$ cat src/rtl/dcache_ctrl.sv
// -----------------------------------------------------------------------------
// dcache_ctrl
//   Data-side memory stage controller. Sits between the datapath's DM_* port
//   and a multi-cycle backing RAM. It holds a direct-mapped cache with one
//   64-bit word per line. The cache is write-through with no write-allocate.
//   mem_stall freezes the whole pipeline while a refill or a write-through is
//   outstanding.
//
// Ports
//   clk             clock, all state updates on the rising edge
//   reset           synchronous, active-high
//   DM_addr         byte address from the MEM stage (bits [2:0] ignored)
//   DM_writeData    store data
//   DM_readEnable   load request (level, held while stalled)
//   DM_writeEnable  store request (level, held while stalled)
//   DM_readData     load data to the MEM/WB register (combinational on hit)
//   mem_stall       pipeline freeze (combinational)
//   bm_req          backing-memory request (registered)
//   bm_we           1 = write, 0 = read, valid with bm_req
//   bm_addr         word-aligned backing-memory address
//   bm_wdata        backing-memory write data
//   bm_ack          one-cycle completion pulse from backing memory
//   bm_rdata        backing-memory read data, valid with bm_ack on reads
// -----------------------------------------------------------------------------
module dcache_ctrl #(
    parameter int N     = 64,
    parameter int IDX_W = 4
) (
    input  logic         clk,
    input  logic         reset,
    input  logic [N-1:0] DM_addr,
    input  logic [N-1:0] DM_writeData,
    input  logic         DM_readEnable,
    input  logic         DM_writeEnable,
    output logic [N-1:0] DM_readData,
    output logic         mem_stall,
    output logic         bm_req,
    output logic         bm_we,
    output logic [N-1:0] bm_addr,
    output logic [N-1:0] bm_wdata,
    input  logic         bm_ack,
    input  logic [N-1:0] bm_rdata
);

    localparam int LINES = 1 << IDX_W;
    localparam int TAG_W = N - IDX_W - 3;

    typedef enum logic [1:0] {
        S_IDLE   = 2'd0,
        S_REFILL = 2'd1,
        S_WTHRU  = 2'd2,
        S_DONE   = 2'd3
    } state_t;

    state_t             r_state;
    logic [LINES-1:0]   r_valid;
    logic [TAG_W-1:0]   r_tag_arr  [LINES];
    logic [N-1:0]       r_data_arr [LINES];
    logic               r_bm_req;
    logic               r_bm_we;
    logic [N-1:0]       r_bm_addr;
    logic [N-1:0]       r_bm_wdata;

    logic [IDX_W-1:0]   w_idx;
    logic [TAG_W-1:0]   w_tag;
    logic               w_hit;
    logic [IDX_W-1:0]   w_lat_idx;
    logic [TAG_W-1:0]   w_lat_tag;
    logic               w_lat_hit;
    logic               w_rd_req;
    logic               w_wr_req;
    logic               w_ack;
    logic [N-1:0]       w_word_addr;
    logic               w_mem_stall;
    logic [N-1:0]       w_read_data;
    logic               w_unused;

    // Address split for the live request from the MEM stage.
    assign w_idx       = DM_addr[IDX_W+2:3];
    assign w_tag       = DM_addr[N-1:IDX_W+3];
    assign w_hit       = r_valid[w_idx] && (r_tag_arr[w_idx] == w_tag);
    assign w_word_addr = {DM_addr[N-1:3], 3'b000};

    // Array updates use the latched request address, which is guaranteed
    // stable for the whole transaction.
    assign w_lat_idx = r_bm_addr[IDX_W+2:3];
    assign w_lat_tag = r_bm_addr[N-1:IDX_W+3];
    assign w_lat_hit = r_valid[w_lat_idx] && (r_tag_arr[w_lat_idx] == w_lat_tag);

    // A store takes priority over a load when both enables are high.
    assign w_wr_req = DM_writeEnable;
    assign w_rd_req = DM_readEnable && !DM_writeEnable;

    // Acks only count while a request is actually outstanding.
    assign w_ack = r_bm_req && bm_ack;

    // Byte-offset bits never select anything in a one-word line.
    assign w_unused = &{1'b0, DM_addr[2:0]};

    // Stall and load-data decode for the current cycle.
    always_comb begin
        w_mem_stall = 1'b0;
        w_read_data = {N{1'b0}};
        if (reset) begin
            w_mem_stall = 1'b0;
            w_read_data = {N{1'b0}};
        end else begin
            case (r_state)
                S_IDLE: begin
                    if (w_wr_req) begin
                        w_mem_stall = 1'b1;
                    end else if (w_rd_req) begin
                        if (w_hit) begin
                            w_read_data = r_data_arr[w_idx];
                        end else begin
                            w_mem_stall = 1'b1;
                        end
                    end else begin
                        w_mem_stall = 1'b0;
                    end
                end
                S_REFILL: w_mem_stall = 1'b1;
                S_WTHRU:  w_mem_stall = 1'b1;
                // The store retires during this cycle.
                S_DONE:   w_mem_stall = 1'b0;
                default:  w_mem_stall = 1'b0;
            endcase
        end
    end

    // Controller FSM, valid bits and backing-memory request registers.
    always_ff @(posedge clk) begin
        if (reset) begin
            r_state    <= S_IDLE;
            r_valid    <= {LINES{1'b0}};
            r_bm_req   <= 1'b0;
            r_bm_we    <= 1'b0;
            r_bm_addr  <= {N{1'b0}};
            r_bm_wdata <= {N{1'b0}};
        end else begin
            case (r_state)
                S_IDLE: begin
                    if (w_wr_req) begin
                        r_bm_req   <= 1'b1;
                        r_bm_we    <= 1'b1;
                        r_bm_addr  <= w_word_addr;
                        r_bm_wdata <= DM_writeData;
                        r_state    <= S_WTHRU;
                    end else if (w_rd_req && !w_hit) begin
                        r_bm_req  <= 1'b1;
                        r_bm_we   <= 1'b0;
                        r_bm_addr <= w_word_addr;
                        r_state   <= S_REFILL;
                    end else begin
                        r_state <= S_IDLE;
                    end
                end
                S_REFILL: begin
                    if (w_ack) begin
                        r_valid[w_lat_idx] <= 1'b1;
                        r_bm_req           <= 1'b0;
                        r_state            <= S_IDLE;
                    end else begin
                        r_state <= S_REFILL;
                    end
                end
                S_WTHRU: begin
                    if (w_ack) begin
                        r_bm_req <= 1'b0;
                        r_state  <= S_DONE;
                    end else begin
                        r_state <= S_WTHRU;
                    end
                end
                // One retire cycle; the still-asserted store enable must not
                // launch a second write.
                S_DONE: begin
                    r_state <= S_IDLE;
                end
                default: begin
                    r_bm_req <= 1'b0;
                    r_state  <= S_IDLE;
                end
            endcase
        end
    end

    // Tag/data storage: refill fills the line, write-through updates on hit only.
    always_ff @(posedge clk) begin
        if (reset) begin
            r_tag_arr  <= r_tag_arr;
            r_data_arr <= r_data_arr;
        end else if ((r_state == S_REFILL) && w_ack) begin
            r_tag_arr[w_lat_idx]  <= w_lat_tag;
            r_data_arr[w_lat_idx] <= bm_rdata;
        end else if ((r_state == S_WTHRU) && w_ack && w_lat_hit) begin
            r_data_arr[w_lat_idx] <= r_bm_wdata;
        end else begin
            r_tag_arr  <= r_tag_arr;
            r_data_arr <= r_data_arr;
        end
    end

    assign mem_stall   = w_mem_stall;
    assign DM_readData = w_read_data;
    assign bm_req      = r_bm_req;
    assign bm_we       = r_bm_we;
    assign bm_addr     = r_bm_addr;
    assign bm_wdata    = r_bm_wdata;

endmodule
$ cat config.mk
export PLATFORM = sky130hd
export DESIGN_NAME = dcache_ctrl
export DESIGN_NICKNAME = d
export VERILOG_FILES = /design/src/rtl/dcache_ctrl.sv
export SDC_FILE = /design/constraint.sdc
export NUM_CORES = 2
export LEC_CHECK = 0
export BUFFER_PORTS_ARGS = -buffer_cell sky130_fd_sc_hd__buf_2
export CAP_MARGIN = 20
export CORE_ASPECT_RATIO = 1.25
export CORE_MARGIN = 4
export CORE_UTILIZATION = 35
export CTS_BUF_LIST = sky130_fd_sc_hd__clkbuf_2
export DETAILED_ROUTE_END_ITERATION = 10
export GPL_TIMING_DRIVEN = 0
export HOLD_SLACK_MARGIN = 0.03
export PLACE_DENSITY_LB_ADDON = 0.3
export SYNTH_ARGS = -nofsm -noshare
export SYNTH_HDL_FRONTEND = slang
export SYNTH_SLANG_ARGS = --single-unit
$ cat constraint.sdc
create_clock -name clk -period 15.6 [get_ports clk]
set_clock_uncertainty 0.05 [all_clocks]
set_input_delay 1.56 -clock clk [delete_from_list [all_inputs] [get_ports clk]]
set_output_delay 1.56 -clock clk [all_outputs]
set_load 0.05 [all_outputs]
# [Word-level counts from Yosys, hierarchy flattened]
# Cells that the tools add are included.
[classes] n_lt_le_gt_ge=6 n_mux=47 add_sub_neg=0 div_mod_pow=0 shifts=0 n_bitwise=4 n_reduce_logical=23 n_mul=0 n_eq_ne=7
[ops] operator="$bwmux W1024" count=2
[ops] operator="$mux W1024" count=2
[ops] operator="$bwmux W912" count=1
[ops] operator="$mux W64" count=10
[ops] operator="$bmux W57 S4" count=2
[ops] operator="$mux W57" count=5
[ops] operator="$bmux W64 S4" count=1
[ops] operator="$demux W64 S4" count=1
[ops] operator="$demux W57 S4" count=1
[ops] operator="$eq A57 B57 Y1" count=2
[ops] operator="$or A16 B16 Y16" count=1
[ops] operator="$mux W1" count=15
[ops] operator="$ge A5 B5 Y1 const B" count=2
[ops] operator="$logic_and A1 B1 Y1" count=10
[ops] operator="$lt A4 B5 Y1 const B" count=2
[ops] operator="$not A4 Y5" count=2
[ops] operator="$reduce_and A2 Y1" count=5
[ops] operator="$bmux W1 S4" count=2
[ops] operator="$pmux W2 S4" count=1
[ops] operator="$reduce_bool A2 Y1" count=3
[ops] operator="$lt A5 B1 Y1 const B" count=1
[ops] operator="$demux W1 S4" count=1
[ops] operator="$eq A2 B2 Y1 const B" count=2
[ops] operator="$ge A4 B1 Y1 const B" count=1
[ops] operator="other kinds (11)" count=12
[word_totals] ramBits=0 inputBits=197 rom_bits=0 output_inout_bits=195 n_memories=0 latchBits=0 register_bits=2084 word_cells=125

# [Depth between registers and ports, before layout]
[logic_depth] depth_word=11 depth_mapped=17 ltp_nobuf=9

# [Least setup slack after synthesis]
# OpenSTA, ideal clock, no wires.
[synth_path] path_kind="in2out" start="in DM_addr[3]" end="out DM_readData[0]" cell_stages=16 t_required_ns=13.990 n_path_buf=8 arrival_time_ns=5.530 path_slack_ns=8.460 path_cell_list="buf_6 buf_6 buf_6 buf_2 buf_4 buf_2 buf_2 mux4_2 xnor2_1 o2111ai_1 nor3_1 nand3_1 or2_2 or4_1 buf_6 nor2b_1"
[synth_via] elab_chain_len=11 word_cells_on_any_way=16 cone_classes="1 x eq/ne; 13 x mux; 1 x bitwise; 1 x reduce/logical"
[synth_rtl] item="from (decl)" line="31" source="input logic [N-1:0] DM_addr,"
[synth_rtl] item="$not A4 Y5 (not written as such)" line="81, 114"
[synth_rtl] item="$bmux W57 S4" line="81" source="assign w_hit = r_valid[w_idx] && (r_tag_arr[w_idx] == w_tag);"
[synth_rtl] item="$mux W57 (not written as such) (2 in series)" line="81"
[synth_rtl] item="$eq A57 B57 Y1" line="81"
[synth_rtl] item="$logic_and A1 B1 Y1" line="81"
[synth_rtl] item="$mux W64 (*)" line="113" source="if (w_hit) begin"
[synth_rtl] item="$mux W64 (*)" line="112" source="end else if (w_rd_req) begin"
[synth_rtl] item="$mux W64 (*)" line="110" source="if (w_wr_req) begin"
[synth_rtl] item="$mux W64 (*)" line="108" source="case (r_state)"
[synth_rtl] item="$mux W64 (*)" line="104" source="if (reset) begin"
[synth_rtl] item="to (decl)" line="35" source="output logic [N-1:0] DM_readData,"
# Every way passes the cells marked *; elsewhere a longest branch is shown, timed or not. The select of a mux whose other input is x is not followed.

# [Final worst setup path]
[layout_path] start="in DM_addr[3]" end="out DM_readData[7]"
# The elaborated chain is that of the path after synthesis.

==> metrics.yaml <==
status: "finished, final reports clean"
cp_slowest_cell: "nor4_1"
row_count: 211
grt_setup_unrepaired: "no"
drive_gt1_share_pct: 33.9
syn_area_per_cell_sq_um: 16.8
whs_ns: 0.159
drc: 0
p_leak_nw: 34.4
synth_cells: 5551
crit_arrival_ns: 8.70
hp-start: "DM_addr[13]"
wl_met3_mm: 39.4
netlist_area_sq_um: 93400
cts_buffer_depth: 4
clock_latency_ns: 1.81
top_layer: "met5"
via_count: 61600
ys_top_cells_by_area: "edfxtp_1, mux4_2, nor2_1, dfxtp_1, mux2i_1"
crit_start: "DM_addr[3]"
grt_max_degree: 27
irDropWorstVdd_mv: 0.0660
drv_cap: 0
power_mw: 11.4
io_buffers: 383
finalHoldViolCount: 0
netSwitchingFraction_pct: 29.0
critPathMaxStageDelay_ns: 0.98
cts_hold_buffers: 116
vias_per_cell: 5.76
m1WireLength_mm: 125
synth_cell_types: 67
numClockSinks: 2081
grt.overflow.total: 0
grt_pass1_wl_mm: 482
cts_resized: 0
min_path_type: "primary input to flop"
fin_util_pct: 41.4
cp-start-kind: "primary input"
hpwl_mm: 248
clk_pin_slew_ns: 0.09
synth_warnings: 0
slew_headroom_pct: 13.0
critPathKind: "primary input to primary output"
wl_per_cell_um: 33.0
ys.flop_type: "edfxtp_1"
antenna_found_initial: 40
yosysSeqAreaShare_pct: 65.3
die_w_um: 470
drtPass1Iterations: 8
p_seq_share_pct: 54.4
grt_pass1_vias: 62300
die_area_sq_um: 275000
min_period_over_period_pct: 66.1
comb_power_share_pct: 11.5
power.share.clock_pct: 34.0
synth-edff-count: 1936
drv_slew: 0
p_per_area_nw_per_um2: 104
wl_mm: 353
fmax_mhz: 97.0
h-tree-depth: 6
synth_async_sr_flop_share_pct: 0
end_kind: "primary output"
post_cts_buffers: 0
final_area_sq_um: 110000
ys_seq_elements: 2081
path_cells: "buf_6, buf_6, buf_6, buf_2, buf_4, buf_2, buf_2, mux2i_1, mux2i_1, xor2_1, nor4_1, nand4_1, or2_2, or4_1, buf_6, buf_8, nor2b_2, buf_2"
synth_top_area_share_pct: 62.2
initial_utilization_pct: 35.2
reg2reg_from: "bm_addr[4]"
synthToLayoutAreaGrowth_pct: 17.5
cts-root-buf: "clkbuf_2"
die_h_um: 586
grt.total_usage_pct: 25.0
antenna_left: 0
finalSetupTns_ns: 0
io_pins: 392
synth.largest_area_cell: "edfxtp_1"
tritoncts: "built"
internal_power_mw: 8.08
cp_max_fo: 10
cts_buffers: 539
core_sq_um: 265000
worstMarginPinSlew_ns: 1.29
place_area_sq_um: 104000
worst-endpoint-required_ns: 13.99
final_nets: 6990
met2RoutedLength_mm: 167
setup_viol: 0
gp_congestion: 0.962
p_switching_mw: 3.29
drt_iter0_drc: 8652
period_minus_slack_ns: 10.31
cells in the final DEF (no fill, tap or decap), types with 24 or more instances in the layout:
cell type,n
a21oi_1,77
buf_8,67
a22oi_1,24
dlygate4sd3_1,116
inv_1,37
clkbuf_1,256
buf_2,450
nor2b_2,50
buf_1,105
xnor2_1,73
clkbuf_2,770
o22ai_1,29
nor2b_1,24
nor2_1,1053
nand2b_1,132
clkinv_1,96
mux2i_1,259
nor2b_4,26
buf_12,72
clkinv_2,26
buf_16,44
dfxtp_1,145
mux4_2,808
xor2_1,30
nand2_1,162
edfxtp_1,1936
layer usage:
metal  GRT usage [%]  vias to the layer above
li1                -                    24500
met4            14.0                        8
met2            40.6                     4254
met1            30.2                    31900
met5               0                        -
met3            6.92                      956
final cells by class:
class | count | area (sq um)
sequential | 2081 | 61000
clock buffer | 761 | 3810
fill | 24300 | 155000
buffer | 461 | 1980
multi-input combinational | 2972 | 30500
timing repair buffer | 694 | 6830
clock inverter | 160 | 1000
tap | 3514 | 4400
antenna | 14 | 35.0
inverter | 39 | 146
worst max-delay path, delay by kind of cell:
kind,cells,cell delay (ns)
multiplexers,2,0.40
AND/OR/NAND/NOR,5,2.56
buffers and inverters,10,3.76
XOR/XNOR,1,0.32
synthesized netlist by cell type, types with 5 or more instances:
| library cell | n |
|---|---|
| a211oi_1 | 8 |
| a21oi_1 | 77 |
| a221oi_1 | 12 |
| a22o_1 | 15 |
| a22oi_1 | 24 |
| a2bb2oi_1 | 5 |
| and2_1 | 5 |
| buf_1 | 117 |
| buf_2 | 54 |
| buf_4 | 13 |
| buf_6 | 10 |
| clkbuf_1 | 264 |
| dfxtp_1 | 145 |
| edfxtp_1 | 1936 |
| ha_1 | 5 |
| inv_1 | 37 |
| mux2_2 | 16 |
| mux2i_1 | 259 |
| mux4_2 | 808 |
| nand2_1 | 162 |
| nand2b_1 | 132 |
| nand3_1 | 22 |
| nand4_1 | 19 |
| nor2_1 | 1069 |
| nor2b_1 | 40 |
| nor2b_2 | 50 |
| nor2b_4 | 10 |
| nor3_1 | 7 |
| nor4_1 | 12 |
| o211ai_1 | 5 |
| o21ai_0 | 14 |
| o22ai_1 | 29 |
| o31ai_1 | 6 |
| or2_2 | 5 |
| xnor2_1 | 73 |
| xor2_1 | 30 |
kinds of logic after synthesis:
| logic type | share of synthesized area [%] |
|---|---|
| adders and majority gates | 0.0670 |
| DFF | 65.3 |
| muxes | 22.4 |
| other | 0.00401 |
| buffers and inverters | 2.25 |
| AOI/OAI and AO/OA | 1.60 |
| xor gates and xnor gates | 0.966 |
| and+or+nand+nor | 7.32 |
per-stage QoR:
| stage | setup slack [ns] | instances |
|---|---|---|
| 2_1_floorplan | 8.46 | 5553 |
| 3_3_place_gp | 2.24 | 9450 |
| 3_5_place_dp | 5.47 | 9626 |
| 4_1_cts | 5.46 | 10700 |
| 5_1_grt | 5.29 | 10700 |
| 6_report | 5.29 | 10700 |
worst paths after layout:
kind	to	slack, ns	cells past startpoint
worst max-delay path	DM_readData[7]	5.29	18
worst min-delay path	bm_addr[13]	0.16	3
worst max register to register	r_data_arr[656]	7.83	14
worst min register to register	bm_wdata[24]	0.42	2
power groups by stage:
stage          sequential (mW)  combinational [mW]  clock, mW
2_1_floorplan             6.38               0.623          0
3_3_place_gp              6.31                1.21          0
3_5_place_dp              6.32                1.26          0
4_1_cts                   6.19                1.29       3.92
5_1_grt                   6.20                1.35       4.22
6_report                  6.19                1.31       3.87
registers in the layout (all words and copies together), names as in the netlist:
signal,flops
r_tag_arr,912
bm_addr,61
bm_wdata,64
bm_req,1
r_data_arr,1024
bm_we,1
r_valid,16
r_state,2
(Power assumes the default switching activity.)
